## src/rtl/pre_if_stage.sv

```systemverilog
// Pre-IF stage: fetches one instruction at a time from the SRAM-like bus and holds it
// in a single-entry buffer. Redirects override the fetch PC in any state.
module pre_if_stage (
    input  logic        clk,
    input  logic        resetn,
    output logic        inst_sram_req,
    output logic        inst_sram_wr,
    output logic [1:0]  inst_sram_size,
    output logic [3:0]  inst_sram_wstrb,
    output logic [31:0] inst_sram_addr,
    output logic [31:0] inst_sram_wdata,
    input  logic        inst_sram_addr_ok,
    input  logic        inst_sram_data_ok,
    input  logic [31:0] inst_sram_rdata,
    input  logic [32:0] br_bus,
    input  logic        wb_ex,
    input  logic [31:0] ex_entry,
    input  logic        ertn_flush,
    input  logic [31:0] ex_ra,
    input  logic        if_allowin,
    output logic        preif_to_if_valid,
    output logic [79:0] preif_to_if_bus
);

    typedef enum logic [1:0] {
        S_REQ  = 2'b00,
        S_WAIT = 2'b01,
        S_FULL = 2'b10
    } state_t;

    localparam logic [31:0] RESET_PC   = 32'h1C00_0000;
    localparam logic [14:0] ADEF_CODE  = 15'h0008;

    state_t      state_r;
    state_t      state_nxt_s;
    logic [31:0] fetch_pc_r;
    logic [31:0] fetch_pc_nxt_s;
    logic [31:0] pc_seq_s;
    logic        cancel_r;
    logic        cancel_nxt_s;
    logic [31:0] buf_pc_r;
    logic [31:0] buf_pc_nxt_s;
    logic [31:0] buf_inst_r;
    logic [31:0] buf_inst_nxt_s;
    logic        buf_ex_r;
    logic        buf_ex_nxt_s;
    logic [14:0] buf_ex_code_r;
    logic [14:0] buf_ex_code_nxt_s;

    logic        br_taken_s;
    logic [31:0] br_target_s;
    logic        redirect_s;
    logic [31:0] redirect_target_s;
    logic        pc_aligned_s;
    logic        addr_accept_s;

    assign br_taken_s        = br_bus[0];
    assign br_target_s       = br_bus[32:1];
    assign redirect_s        = wb_ex | ertn_flush | br_taken_s;
    assign redirect_target_s = wb_ex      ? ex_entry :
                               ertn_flush ? ex_ra    : br_target_s;
    assign pc_aligned_s      = (fetch_pc_r[1:0] == 2'b00);

    // Request is masked while resetn is low so the bus sees nothing during reset.
    assign inst_sram_req     = resetn & (state_r == S_REQ) & pc_aligned_s;
    assign addr_accept_s     = inst_sram_req & inst_sram_addr_ok;

    assign inst_sram_wr      = 1'b0;
    assign inst_sram_size    = 2'b10;
    assign inst_sram_wstrb   = 4'b0000;
    assign inst_sram_wdata   = 32'h0000_0000;
    assign inst_sram_addr    = fetch_pc_r;

    assign preif_to_if_valid = (state_r == S_FULL) & ~redirect_s;
    assign preif_to_if_bus   = {buf_pc_r, buf_inst_r, buf_ex_r, buf_ex_code_r};

    // Next-state, fetch PC, cancel flag and buffer update.
    always_comb begin
        state_nxt_s       = state_r;
        pc_seq_s          = fetch_pc_r;
        cancel_nxt_s      = cancel_r;
        buf_pc_nxt_s      = buf_pc_r;
        buf_inst_nxt_s    = buf_inst_r;
        buf_ex_nxt_s      = buf_ex_r;
        buf_ex_code_nxt_s = buf_ex_code_r;
        case (state_r)
            S_REQ: begin
                if (addr_accept_s) begin
                    state_nxt_s  = S_WAIT;
                    cancel_nxt_s = redirect_s;
                end else if (!pc_aligned_s && !redirect_s) begin
                    // Misaligned fetch never reaches the bus; deliver an ADEF entry instead.
                    state_nxt_s       = S_FULL;
                    buf_pc_nxt_s      = fetch_pc_r;
                    buf_inst_nxt_s    = 32'h0000_0000;
                    buf_ex_nxt_s      = 1'b1;
                    buf_ex_code_nxt_s = ADEF_CODE;
                end else begin
                    state_nxt_s = S_REQ;
                end
            end
            S_WAIT: begin
                if (inst_sram_data_ok) begin
                    if (cancel_r || redirect_s) begin
                        state_nxt_s  = S_REQ;
                        cancel_nxt_s = 1'b0;
                    end else begin
                        state_nxt_s       = S_FULL;
                        buf_pc_nxt_s      = fetch_pc_r;
                        buf_inst_nxt_s    = inst_sram_rdata;
                        buf_ex_nxt_s      = 1'b0;
                        buf_ex_code_nxt_s = 15'h0000;
                    end
                end else if (redirect_s) begin
                    cancel_nxt_s = 1'b1;
                end else begin
                    state_nxt_s = S_WAIT;
                end
            end
            S_FULL: begin
                if (redirect_s) begin
                    state_nxt_s = S_REQ;
                end else if (if_allowin) begin
                    state_nxt_s = S_REQ;
                    pc_seq_s    = fetch_pc_r + 32'd4;
                end else begin
                    state_nxt_s = S_FULL;
                end
            end
            default: begin
                state_nxt_s  = S_REQ;
                cancel_nxt_s = 1'b0;
            end
        endcase
        fetch_pc_nxt_s = redirect_s ? redirect_target_s : pc_seq_s;
    end

    // State and buffer registers.
    always_ff @(posedge clk or negedge resetn) begin
        if (!resetn) begin
            state_r       <= S_REQ;
            fetch_pc_r    <= RESET_PC;
            cancel_r      <= 1'b0;
            buf_pc_r      <= 32'h0000_0000;
            buf_inst_r    <= 32'h0000_0000;
            buf_ex_r      <= 1'b0;
            buf_ex_code_r <= 15'h0000;
        end else begin
            state_r       <= state_nxt_s;
            fetch_pc_r    <= fetch_pc_nxt_s;
            cancel_r      <= cancel_nxt_s;
            buf_pc_r      <= buf_pc_nxt_s;
            buf_inst_r    <= buf_inst_nxt_s;
            buf_ex_r      <= buf_ex_nxt_s;
            buf_ex_code_r <= buf_ex_code_nxt_s;
        end
    end

endmodule
```

## config.mk

```make
export PLATFORM = sky130hd
export DESIGN_NAME = pre_if_stage
export DESIGN_NICKNAME = d
export VERILOG_FILES = /design/src/rtl/pre_if_stage.sv
export SDC_FILE = /design/constraint.sdc
export NUM_CORES = 1
export LEC_CHECK = 0
export CELL_PAD_IN_SITES_DETAIL_PLACEMENT = 0
export CELL_PAD_IN_SITES_GLOBAL_PLACEMENT = 1
export CORE_MARGIN = 4
export CORE_UTILIZATION = 29
export DETAILED_ROUTE_END_ITERATION = 7
export GPL_ROUTABILITY_DRIVEN = 0
export PLACE_DENSITY = 0.88
export SYNTH_ARGS = -nofsm -noshare
export SYNTH_HDL_FRONTEND = slang
export SYNTH_SLANG_ARGS = --single-unit
```

## constraint.sdc

```tcl
create_clock -name clk -period 2.1 [get_ports clk]
set_input_delay 0.315 -clock clk [delete_from_list [all_inputs] [get_ports clk]]
set_output_delay 0.315 -clock clk [all_outputs]
set_load 0.02 [all_outputs]
```

---- Word-level counts from Yosys, hierarchy flattened ----
Cells that the tools add are included.
word-level totals
  input port bits ......................... 136
  ROM bits ................................ 0
  bits in latches ......................... 0
  output and inout bits ................... 153
  memory bits (writable) .................. 0
  flip-flop bits (word level) ............. 115
  memories kept ........................... 0
operators by class
  bitwise gates (word level) .............. 8
  shift operators ......................... 0
  equal/unequal tests ..................... 10
  divide/modulo/power cells ............... 0
  add/subtract/negate cells ............... 1
  multiply operators ...................... 0
  reduce and logical (&&, ||, !) cells .... 12
  order comparisons ....................... 0
  mux-type cells .......................... 38
operator list
  cell                                            count
  two-way mux 32 bit                              13
  one-hot mux 32 bit (2 select lines)             2
  two-way mux 15 bit                              4
  adder 32 x 3 -> 32 bit (second input constant)  1
  one-hot mux 15 bit (2 select lines)             1
  two-way mux 2 bit                               7
  != test 3 bit (second input constant)           3
  two-way mux 1 bit                               8
  != test 2 bit (second input constant)           4
  one-hot mux 2 bit (3 select lines)              1
  nonzero test 2 bit                              3
  AND reduction 5 bit                             1
  bitwise AND 1 bit                               4
  logical NOT 2 bit                               2
  AND reduction 4 bit                             1
  one-hot mux 1 bit (3 select lines)              1
  == test 2 x 1 -> 1 bit (second input constant)  1
  == test 2 bit (second input constant)           1
  logical NOT 1 bit                               2
  != test 2 x 1 -> 1 bit (second input constant)  1
  inverter 1 bit                                  2
  bitwise OR 1 bit                                2
  one-hot mux 1 bit (2 select lines)              1
  AND reduction 2 bit                             1
  other kinds (2)                                 2

---- Logic depth before layout (Yosys ltp) ----
  depth in word-level cells ............... 7
  mapped depth ............................ 8
  gate-level depth less buffers ........... 6

---- Worst setup path after synthesis ----
OpenSTA, ideal clock, no wires.
  path type ............................... input to register
  start point ............................. input ertn_flush
  end point ............................... register buf_pc_r[26]
  setup slack ............................. 41 ps
  arrival ................................. 1934 ps
  data required time ...................... 1975 ps
  cell stages on the path ................. 7
  path buffers ............................ 4
  cells stage by stage .................... buf_2 -> or3_1 -> clkbuf_1 -> a2111o_1 -> buf_6 -> buf_6 -> mux2_4
on the way
  word-level cells in the longest chain between the ends .. 6
  elaborated cells between the ends (all ways) .. 8
  those cells by class .................... eq/ne (2); bitwise (2); reduce/logical (4)
RTL lines
  what                              RTL line  text
  from (decl)                       18        input logic ertn_flush,
  bitwise OR 1 bit * (2 in a row)   59        assign redirect_s = wb_ex | ertn_flush | br_taken_s;
  logical NOT 1 bit                 91        end else if (!pc_aligned_s && !redirect_s) begin
  logical AND 1 bit                 91
  != test 2 x 1 -> 1 bit (no line)  -
  AND reduction 5 bit (no line) *   -
  to (signal assigned)              152       buf_pc_r <= buf_pc_nxt_s;
  to (decl)                         41        logic [31:0] buf_pc_r;
Every way passes the cells marked *; elsewhere a longest branch is shown, timed or not.
A chain may end at the register's enable or synchronous reset.

---- Worst setup path after layout ----
  start point ............................. register state_r[0]
  end point ............................... output inst_sram_req
on the way
  word-level cells in the longest chain between the ends .. 3
RTL lines
  what                            RTL line  text
  from (decl)                     34        state_t state_r;
  from (signal assigned)          149       state_r <= state_nxt_s;
  logical NOT 2 bit               65        assign inst_sram_req = resetn & (state_r == S_REQ) & pc_aligned_s;
  bitwise AND 1 bit (2 in a row)  65
  to (decl)                       6         output logic inst_sram_req,
No other way between the ends.

==> flow_metrics.py <==
metrics = {
    "run_status": {
        "outcome": "finished, final reports clean",
    },
    "setup_path": {
        "arrival_ns": 1.66,
        "worst-path-buf-inv": 1,
        "startpoint": "state_r[0]",
        "cp-endpoint": "inst_sram_req",
        "reg2reg_depth": 7,
        "cp_max_fo": 5,
        "regToRegSetupSlack_ns": 0.18,
        "critical_path.top_delay_family": "simple AND/OR/NAND/NOR gates",
        "cp-start-kind": "flop",
        "reg2reg_from": "inst_sram_addr[3]",
        "crit_chain": "nor3_1 -> and3b_1 -> dlygate4sd2_1",
        "max_stage_delay_ns": 0.42,
        "crit_type": "reg2out",
        "slowest_stage": "dfrtp_1",
        "reg2reg_to": "inst_sram_addr[30]",
        "cp.required_ns": 1.78,
        "endpoint_kind": "output pin",
        "path_depth": 3,
    },
    "clocking": {
        "clkTransAtPathRegs_ns": 0.07,
        "cts_root_buf": "clkbuf_16",
        "clock_path_buffers": 2,
        "cts_buffers": 9,
        "cts_setup_buffers": 0,
        "htreeDepth": 3,
        "cts_sinks": 100,
        "clock_latency_ns": 0.35,
        "cts_tree": "built",
    },
    "die": {
        "ios": 289,
        "die_h_um": 143,
        "dieArea_um2": 20400,
        "die_w_um": 143,
        "start_util_pct": 29.5,
        "fp.coreArea_um2": 17900,
        "row_count": 49,
    },
    "placement": {
        "portBuffers": 235,
        "numPlacedInstances": 979,
        "pre_cts_ws_ns": -0.191,
        "hpwlAfterDp_um": 14900,
    },
    "power_and_ir_drop": {
        "power.density_nw_per_um2": 780,
        "power_uw": 6460,
        "leakage_uw": 0.00360,
        "ir_drop_v": 0.000396,
    },
    "synth": {
        "yosys.area.top_type": "dfrtp_1",
        "async_reset_ff_share_pct": 100,
        "synth_compound_gate_area_share_pct": 19.0,
        "yosysMostFrequentCell": "dfrtp_1",
        "synth_cell_types": 52,
        "yosysSeqAreaShare_pct": 47.5,
        "synth_fa_ha_area_share_pct": 0.237,
        "synthTopCellsByArea": "dfrtp_1 (46%), buf_4 (7.8%), mux2_2 (5.6%)",
        "synth_flop_cell": "dfrtp_1",
        "synth_top_family_by_area": "compound AO/OA/AOI/OAI gates",
        "syn-cell-area_um2": 5270,
        "postSynthAreaPerCell_um2": 10.5,
        "synth_common_cells": "dfrtp_1 (97), buf_4 (55), nand2_1 (40), a22o_1 (32), mux2_2 (26)",
        "syn_inst": 502,
        "yosys.area.top_type_share_pct": 46.0,
        "yosysWarnings": 0,
        "synth_edf_count": 0,
        "synth-simple-area-share_pct": 10.6,
        "ys_ff_latch": 100,
        "synthXorXnorAreaFrac_pct": 2.82,
        "muxShareOfSynthArea_pct": 8.50,
    },
    "global_route": {
        "grt_pass1_vias": 4875,
        "grt_usage_pct": 17.9,
        "grt_start_max_net_pins": 59,
        "grt_antenna_before_repair": 1,
        "grt_overflow": 0,
        "grt_pass1_wl_um": 27800,
    },
    "layout": {
        "layout-drive-gt1-share_pct": 14.3,
        "nFillCells": 1695,
        "fin_cells": 996,
        "nNetsFinal": 899,
        "diodes": 0,
        "area_growth_pct": 57.0,
    },
    "run": {
        "maxCapViolCount": 0,
    },
    "detailed_routing": {
        "totalWireLength_um": 18700,
        "drt_iter0_markers": 186,
        "wire_per_inst_um": 18.8,
        "first_pass_iters": 4,
        "vias_per_cell": 4.84,
        "drc": 0,
        "ant_nets": 0,
        "vias": 4822,
    },
    "sta": {
        "worst_pin_slew_ns": 0.772,
        "setup_viol": 0,
        "finalClockSkew_ns": 0.00863,
        "rsz0062_at_grt": "no",
        "period_needed_ns": 1.97,
        "max_freq_ghz": 0.508,
        "fin_crit_sh_pct": 93.8,
        "fin_ws_ns": 0.130,
        "fin_hold_ws_ns": 0.338,
        "drv_slew": 0,
        "slew-limit-headroom_pct": 48.5,
        "hold_viol": 0,
    },
    "min_path": {
        "hold_class": "in2async",
    },
}
-- flip-flops by register name (all words and copies together), names as in the netlist --
| name | cells |
|---|---|
| state_r | 2 |
| inst_sram_addr | 32 |
| buf_inst_r | 32 |
| buf_pc_r | 32 |
| buf_ex_code_r | 1 |
| cancel_r | 1 |
-- how the worst min path moves through the flow --
| stage | startpoint | endpoint | slack (ns) |
|---|---|---|---|
| final | resetn | buf_inst_r[6] | 0.34 |
| after detailed placement | resetn | buf_inst_r[31] | 0.16 |
| after floorplan | resetn | buf_ex_code_r[3] | 0.02 |
| after CTS | resetn | buf_inst_r[31] | 0.32 |
| after global routing | resetn | buf_inst_r[31] | 0.33 |
| after global placement | resetn | buf_inst_r[6] | 0.16 |
-- what timing repair did --
item                       CTS  global route
hold endpoints to repair    10             0
setup endpoints to repair    2             6
gates resized for setup      2             2
pin swaps                    0             0
hold buffers                 1             0
gates cloned                 0             0
-- area by class of cell --
| type | count | area [um2] | share of cell area [%] |
|---|---|---|---|
| Inverter | 8 | 30.0 | 0.363 |
| Tap cell | 229 | 287 | 3.46 |
| Sequential cell | 100 | 2510 | 30.3 |
| Timing Repair Buffer | 286 | 2760 | 33.4 |
| Clock buffer | 10 | 229 | 2.77 |
| Multi-Input combinational cell | 357 | 2390 | 28.9 |
| Clock inverter | 6 | 72.6 | 0.877 |
-- metrics by stage --
step	TNS [ns]	area, um2	util [%]
3_5_place_dp	-9.02	7960	44.5
3_3_place_gp	-7.56	7960	44.5
6_report	0	8280	46.2
4_1_cts	0	8270	46.2
5_1_grt	0	8280	46.2
2_1_floorplan	0	5460	-
-- report_power, final --
| group | switching, uW | leakage (uW) | internal [uW] | total (uW) |
|---|---|---|---|---|
| Combinational | 1070 | 0.00219 | 1170 | 2240 |
| Sequential | 243 | 0.00128 | 2260 | 2510 |
| Clock | 781 | 0.000137 | 938 | 1720 |
| Total | 2090 | 0.00360 | 4370 | 6460 |
-- cell usage in the layout (no fill, tap or decap), types with 2 or more instances in the layout --
| cell | count |
|---|---|
| a22oi_1 | 22 |
| buf_12 | 3 |
| o21ai_0 | 15 |
| clkbuf_16 | 9 |
| a2bb2oi_1 | 2 |
| conb_1 | 53 |
| xor2_1 | 15 |
| o22a_1 | 3 |
| mux2_4 | 5 |
| nor4_1 | 3 |
| and3_1 | 10 |
| and4_1 | 3 |
| dfrtp_1 | 97 |
| a31oi_1 | 8 |
| mux2i_1 | 8 |
| nand2b_1 | 3 |
| nand4_1 | 11 |
| a22o_1 | 32 |
| nand3_1 | 7 |
| buf_4 | 48 |
| o22ai_1 | 3 |
| a211oi_1 | 8 |
| o21a_1 | 4 |
| a221oi_1 | 3 |
| xnor2_1 | 2 |
| nor3_1 | 8 |
| inv_1 | 8 |
| a21oi_1 | 11 |
| clkdlybuf4s50_1 | 230 |
| dfstp_2 | 3 |
| clkinvlp_4 | 3 |
| mux2_2 | 26 |
| nor2_1 | 18 |
| buf_2 | 2 |
| o221ai_1 | 13 |
| nand2_1 | 40 |
-- kinds of logic after synthesis --
group / count (synthesis)
buffers and inverters: 96
AOI/OAI and AO/OA: 133
muxes: 39
other: 2
and+or+nand+nor: 114
DFF: 100
xor gates and xnor gates: 17
adders and majority gates: 1
-- routing by layer --
layer / share of wire [%] / vias up / GRT usage, % / wire length [um]
li1: - / 2264 / - / -
met1: 43 / 2300 / 23.1 / 8060
met2: 47 / 241 / 29.3 / 8740
met3: 8.9 / 15 / 4.99 / 1670
met4: 1.2 / 2 / 5.50 / 234
met5: 0.069 / - / 0 / 13
(Power assumes the default switching activity.)
